<file path="config.mk">
export PLATFORM = sky130hd
export DESIGN_NAME = key_conditioner
export DESIGN_NICKNAME = d
export VERILOG_FILES = /design/src/rtl/key_conditioner.sv
export SDC_FILE = /design/constraint.sdc
export NUM_CORES = 1
export LEC_CHECK = 0
export BUFFER_PORTS_ARGS = -buffer_cell sky130_fd_sc_hd__clkbuf_2
export CORE_MARGIN = 2
export CORE_UTILIZATION = 46
export CTS_CLUSTER_DIAMETER = 60
export CTS_CLUSTER_SIZE = 28
export DETAILED_ROUTE_END_ITERATION = 10
export PLACE_DENSITY = 0.69
export SLEW_MARGIN = 30
export SYNTH_ARGS = -nofsm -noshare
export SYNTH_HDL_FRONTEND = slang
export SYNTH_SLANG_ARGS = --single-unit
</file>
<file path="constraint.sdc">
create_clock -name clk_i -period 2.3 [get_ports clk_i]
set_clock_uncertainty 0.05 [all_clocks]
set_input_delay 0.46 -clock clk_i [delete_from_list [all_inputs] [get_ports clk_i]]
set_output_delay 0.46 -clock clk_i [all_outputs]
set_load 0.01 [all_outputs]
</file>
<file path="src/rtl/key_conditioner.sv">
// key_conditioner: turns raw board push-buttons into clean pressed-high levels
// for game_top.keys_i, plus one-cycle press/release strobes for menu logic.
// Each key passes through a 2-flop synchroniser, an optional polarity flip
// and an independent debounce counter.
// Optional feature macro: KEY_REPEAT_EN adds auto-repeat press strobes while
// a key is held (first after REPEAT_DELAY cycles, then every REPEAT_PERIOD).
// Key count defaults to the `KEYS_W macro shared with game_top.

`ifndef KEYS_W
`define KEYS_W 4
`endif

module key_conditioner #(
  parameter int KEYS_W          = `KEYS_W,
  parameter int DEBOUNCE_CYCLES = 500000,
  parameter int KEY_ACTIVE_LOW  = 1,
  parameter int REPEAT_DELAY    = 25000000,
  parameter int REPEAT_PERIOD   = 5000000
) (
  input  logic              clk_i,
  input  logic              rst_i,
  input  logic [KEYS_W-1:0] keys_raw_i,
  output logic [KEYS_W-1:0] keys_o,
  output logic [KEYS_W-1:0] keys_press_o,
  output logic [KEYS_W-1:0] keys_release_o
);

  localparam int CNT_W = $clog2(DEBOUNCE_CYCLES + 1);
  localparam logic [CNT_W-1:0] CNT_LAST = CNT_W'(DEBOUNCE_CYCLES - 1);
  // Polarity mask: XOR with it makes the synchronised level pressed-high,
  // and it is also the idle raw level the sync flops reset to.
  localparam logic [KEYS_W-1:0] POL_MASK = (KEY_ACTIVE_LOW != 0) ? {KEYS_W{1'b1}} : {KEYS_W{1'b0}};

  logic [KEYS_W-1:0] sync1_r;
  logic [KEYS_W-1:0] sync2_r;
  logic [KEYS_W-1:0] s_s;
  logic [CNT_W-1:0]  cnt_r     [KEYS_W];
  logic [CNT_W-1:0]  cnt_nxt_s [KEYS_W];
  logic [KEYS_W-1:0] accept_s;
  logic [KEYS_W-1:0] level_r;
  logic [KEYS_W-1:0] level_nxt_s;
  logic [KEYS_W-1:0] rise_s;
  logic [KEYS_W-1:0] fall_s;
  logic [KEYS_W-1:0] press_nxt_s;
  logic [KEYS_W-1:0] press_r;
  logic [KEYS_W-1:0] release_r;

  assign keys_o         = level_r;
  assign keys_press_o   = press_r;
  assign keys_release_o = release_r;

  // Debounce decision: a change is accepted only after DEBOUNCE_CYCLES
  // consecutive disagreeing samples; any agreeing sample restarts the count.
  always_comb begin
    s_s = sync2_r ^ POL_MASK;
    for (int k = 0; k < KEYS_W; k++) begin
      cnt_nxt_s[k] = {CNT_W{1'b0}};
      accept_s[k]  = 1'b0;
      if (s_s[k] == level_r[k]) begin
        cnt_nxt_s[k] = {CNT_W{1'b0}};
        accept_s[k]  = 1'b0;
      end else if (cnt_r[k] == CNT_LAST) begin
        cnt_nxt_s[k] = {CNT_W{1'b0}};
        accept_s[k]  = 1'b1;
      end else begin
        cnt_nxt_s[k] = cnt_r[k] + CNT_W'(1);
        accept_s[k]  = 1'b0;
      end
    end
    level_nxt_s = level_r ^ accept_s;
    rise_s      = accept_s & level_nxt_s;
    fall_s      = accept_s & ~level_nxt_s;
  end

`ifdef KEY_REPEAT_EN
  localparam int REP_MAX = (REPEAT_DELAY > REPEAT_PERIOD) ? REPEAT_DELAY : REPEAT_PERIOD;
  localparam int REP_W   = $clog2(REP_MAX + 1);
  localparam logic [REP_W-1:0] REP_DELAY_LAST  = REP_W'(REPEAT_DELAY - 1);
  localparam logic [REP_W-1:0] REP_PERIOD_LAST = REP_W'(REPEAT_PERIOD - 1);

  logic [REP_W-1:0]  rep_cnt_r     [KEYS_W];
  logic [REP_W-1:0]  rep_cnt_nxt_s [KEYS_W];
  logic [KEYS_W-1:0] rep_armed_r;
  logic [KEYS_W-1:0] rep_armed_nxt_s;
  logic [KEYS_W-1:0] rep_hit_s;

  // Repeat timing: counts held cycles since the press edge; the first hit
  // uses the long delay, later hits the shorter period. Not held, or being
  // released this edge, clears everything so no repeat can meet a release.
  always_comb begin
    for (int k = 0; k < KEYS_W; k++) begin
      rep_cnt_nxt_s[k]   = {REP_W{1'b0}};
      rep_armed_nxt_s[k] = 1'b0;
      rep_hit_s[k]       = 1'b0;
      if ((level_r[k] == 1'b0) || (level_nxt_s[k] == 1'b0)) begin
        rep_cnt_nxt_s[k]   = {REP_W{1'b0}};
        rep_armed_nxt_s[k] = 1'b0;
        rep_hit_s[k]       = 1'b0;
      end else if (rep_cnt_r[k] == (rep_armed_r[k] ? REP_PERIOD_LAST : REP_DELAY_LAST)) begin
        rep_cnt_nxt_s[k]   = {REP_W{1'b0}};
        rep_armed_nxt_s[k] = 1'b1;
        rep_hit_s[k]       = 1'b1;
      end else begin
        rep_cnt_nxt_s[k]   = rep_cnt_r[k] + REP_W'(1);
        rep_armed_nxt_s[k] = rep_armed_r[k];
        rep_hit_s[k]       = 1'b0;
      end
    end
    press_nxt_s = rise_s | rep_hit_s;
  end

  // Repeat counter and armed flag per key.
  always_ff @(posedge clk_i or negedge rst_i) begin
    if (!rst_i) begin
      for (int k = 0; k < KEYS_W; k++) rep_cnt_r[k] <= {REP_W{1'b0}};
      rep_armed_r <= {KEYS_W{1'b0}};
    end else begin
      for (int k = 0; k < KEYS_W; k++) rep_cnt_r[k] <= rep_cnt_nxt_s[k];
      rep_armed_r <= rep_armed_nxt_s;
    end
  end
`else
  // Press strobe is the accepted rising edge only.
  always_comb begin
    press_nxt_s = rise_s;
  end
`endif

  // Synchroniser, debounce counters, debounced level and registered strobes.
  always_ff @(posedge clk_i or negedge rst_i) begin
    if (!rst_i) begin
      sync1_r   <= POL_MASK;
      sync2_r   <= POL_MASK;
      for (int k = 0; k < KEYS_W; k++) cnt_r[k] <= {CNT_W{1'b0}};
      level_r   <= {KEYS_W{1'b0}};
      press_r   <= {KEYS_W{1'b0}};
      release_r <= {KEYS_W{1'b0}};
    end else begin
      sync1_r   <= keys_raw_i;
      sync2_r   <= sync1_r;
      for (int k = 0; k < KEYS_W; k++) cnt_r[k] <= cnt_nxt_s[k];
      level_r   <= level_nxt_s;
      press_r   <= press_nxt_s;
      release_r <= fall_s;
    end
  end

endmodule
</file>
==> flow_summary.ini <==
[cells_and_area]
layoutNonFillerInstCount = 592
multi_input_area_sq_um = 1940
nFillCells = 897
area_growth_pct = 10.6
seqCellArea_sq_um = 2410
drive_above_1_share_pct = 12.2
n_antenna_cell = 0
nNetsFinal = 472

[setup_path]
path_cells = or4_1 -> nor4_1 -> a31o_2 -> nor2_1
cp-startpoint = cnt_r[47]
crit_slowest_cell = or4_1
required_ns = 2.47
crit_path_start_kind = flip-flop
reg2reg_from = cnt_r[47]
path_max_fanout = 18
crit_arrival_ns = 2.20
crit_family = simple AND/OR/NAND/NOR gates
cp-end-kind = flip-flop
crit_buf_inv = 0
cpPeakStageDelay_ns = 0.53
crit_type = reg -> reg

[timing]
tightestPinTransition_ns = 0.626
post-route-min-period_ns = 2.02
hold_viol = 0
grt_setup_unrepaired = false
timing.slew.headroom_pct = 57.9
fin_crit_sh_pct = 87.9
max_freq_mhz = 495
tns_ns = 0
finalSetupViolCount = 0
maxSlewViolCount = 0

[clock_network]
cts_repair_resize_count = 0
cts_hold_buf = 0
clockBufferDepth = 2
clk-insertion-delay-late_ns = 0.36
cts_tree = yes
clk_pin_slew_ns = 0.09
root_buffer = clkbuf_8
post-cts-setup-buffers = 0
cts_max_level = 3
clock_sink_count = 96
numCtsBuffers = 9

[synth]
synth_top_area_share_pct = 49.0
synth_fa_ha_area_share_pct = 3.34
ys_warn_count = 0
synth_compound_area_share_pct = 6.10
synth_edf_count = 0
synth_top_family_by_area = simple AND/OR/NAND/NOR gates
netlist-cell-type-count = 39
netlist_top_cells_area = dfrtp_1, xor2_1, nor2_1
syn_nets = 447
synth.largest_area_cell = dfrtp_1
netlist_instances = 429
synth_xor_area_share_pct = 10.1
muxShareOfSynthArea_pct = 0
async_flop_share_pct = 100
synth.avg_cell_area_sq_um = 10.5
synth_seq_cells = 96
yosysMostFrequentCell = dfrtp_1
synth_common_cells = dfrtp_1, nor2_1, xor2_1, nand3_1, xnor2_1
yosys.area_share.simple_pct = 23.5
syn-cell-area_sq_um = 4500
synth_ff_type = dfrtp_1
synth-seq-area-share_pct = 53.7

[route]
viasPerCell = 5.20
vias = 3076
wl_per_cell_microns = 13.3
drcViolationCount = 0
routed_wl_microns = 7850
drt_iter0_drc = 79
ant_nets = 0
drt-pass1-iter-count = 4

[die]
die_w_microns = 103
chipHeight_microns = 103
initial_core_util_pct = 46.6
die_area_sq_um = 10600
rows = 36
num_io_pins = 18
core_sq_um = 9640

[run]
maxCapViolations = 0

[place]
gp_congestion = 0.833
io_buffers = 17
place_inst = 576
dp_hpwl_microns = 5330

[run_status]
status = complete, no violations

[global_route]
grt.busiest_layer = met2
grt_overflow = 0
met1_usage_pct = 21.7
use_met3_pct = 4.34
grt_usage_pct = 17.0
first_global_vias = 3066
met2_usage_pct = 27.9
grt_max_degree = 45
antenna_found_initial = 0
grt_pass1_wl_microns = 14200

[power]
ir_drop_mv = 0.361
leakagePower_nw = 2.16
p_per_area_nw_per_um2 = 608

[min_path]
hold_class = in -> async
## report_power, final
| group | internal (mW) | switching, mW |
|---|---|---|
| logic | 0.0372 | 0.0757 |
| registers | 1.72 | 0.0207 |
| clock network | 0.610 | 0.566 |
## final timing paths
| path | end | slack (ns) | depth (start not counted) |
|---|---|---|---|
| worst min register to register | sync2_r[3] | 0.31 | 0 |
| min in group clk_i | sync1_r[0] | 0.13 | 1 |
| worst max register to register | cnt_r[43] | 0.28 | 4 |
| worst min-delay path | keys_press_o[3] | 0.04 | 1 |
| worst max-delay path | cnt_r[43] | 0.28 | 4 |
| max in group asynchronous | sync1_r[1] | 1.51 | 2 |
## flip-flops by register name (all words and copies together) (netlist names)
signal / cells
cnt_r: 76
keys_o: 4
keys_press_o: 4
keys_release_o: 4
sync1_r: 4
sync2_r: 4
## cell families (layout without fill, tap and decap cells)
kind of cell	Yosys count	count (layout)
AND/OR/NAND/NOR	194	194
flip-flops	96	96
XOR/XNOR	52	52
AO/OA/AOI/OAI	44	44
buffers and inverters	31	61
adder cells (fa/ha/maj)	12	12
## metrics by stage
stage,setup WS [ns],hold WS (ns),power [mW],cell area (sq um),utilization (%)
2_1_floorplan,0.428,0.114,1.82,4500,-
3_3_place_gp,0.370,0.296,1.88,4760,49.4
3_5_place_dp,0.288,0.297,1.89,4760,49.4
4_1_cts,0.270,0.0586,3.07,4970,51.6
5_1_grt,0.136,0.0850,3.15,4970,51.6
6_report,0.279,0.0442,3.02,4970,51.6
## final cells by class
class	count	area share, %
sequential	96	48.5
multi-input combinational	302	39.0
tap	133	3.35
timing repair buffer	24	3.32
clock buffer	10	2.57
clock inverter	6	1.69
inverter	21	1.59
## routing by layer
layer	vias to the layer above	part of all wire, %
li1	1549	-
met1	1477	48
met2	40	47
met3	10	3.4
met4	0	1.4
met5	-	0
## worst reg2reg max path, cell delays in order, from the launching register on
cell and delay, ns:
dfrtp_1 0.43, or4_1 0.53, nor4_1 0.32, a31o_2 0.48, nor2_1 0.10
## placed cells by master (no fill, tap or decap), types with 3 or more instances in the layout
cell type and count:
nor2_1 61, nor4bb_1 3, dfrtp_1 88, clkbuf_8 9, o21ai_0 13, o31ai_1 6
nand2_1 21, or3_1 14, clkbuf_2 16, dfstp_2 8, ha_1 12, clkinv_2 3
or4_1 7, xor2_1 30, xnor2_1 22, and3_1 7, nor3_1 8, a21oi_1 18
inv_1 21, buf_4 6, nand4_1 18, and4_1 8, nand3_1 23, nor4_1 10
Power figures use the tool's default switching activity.
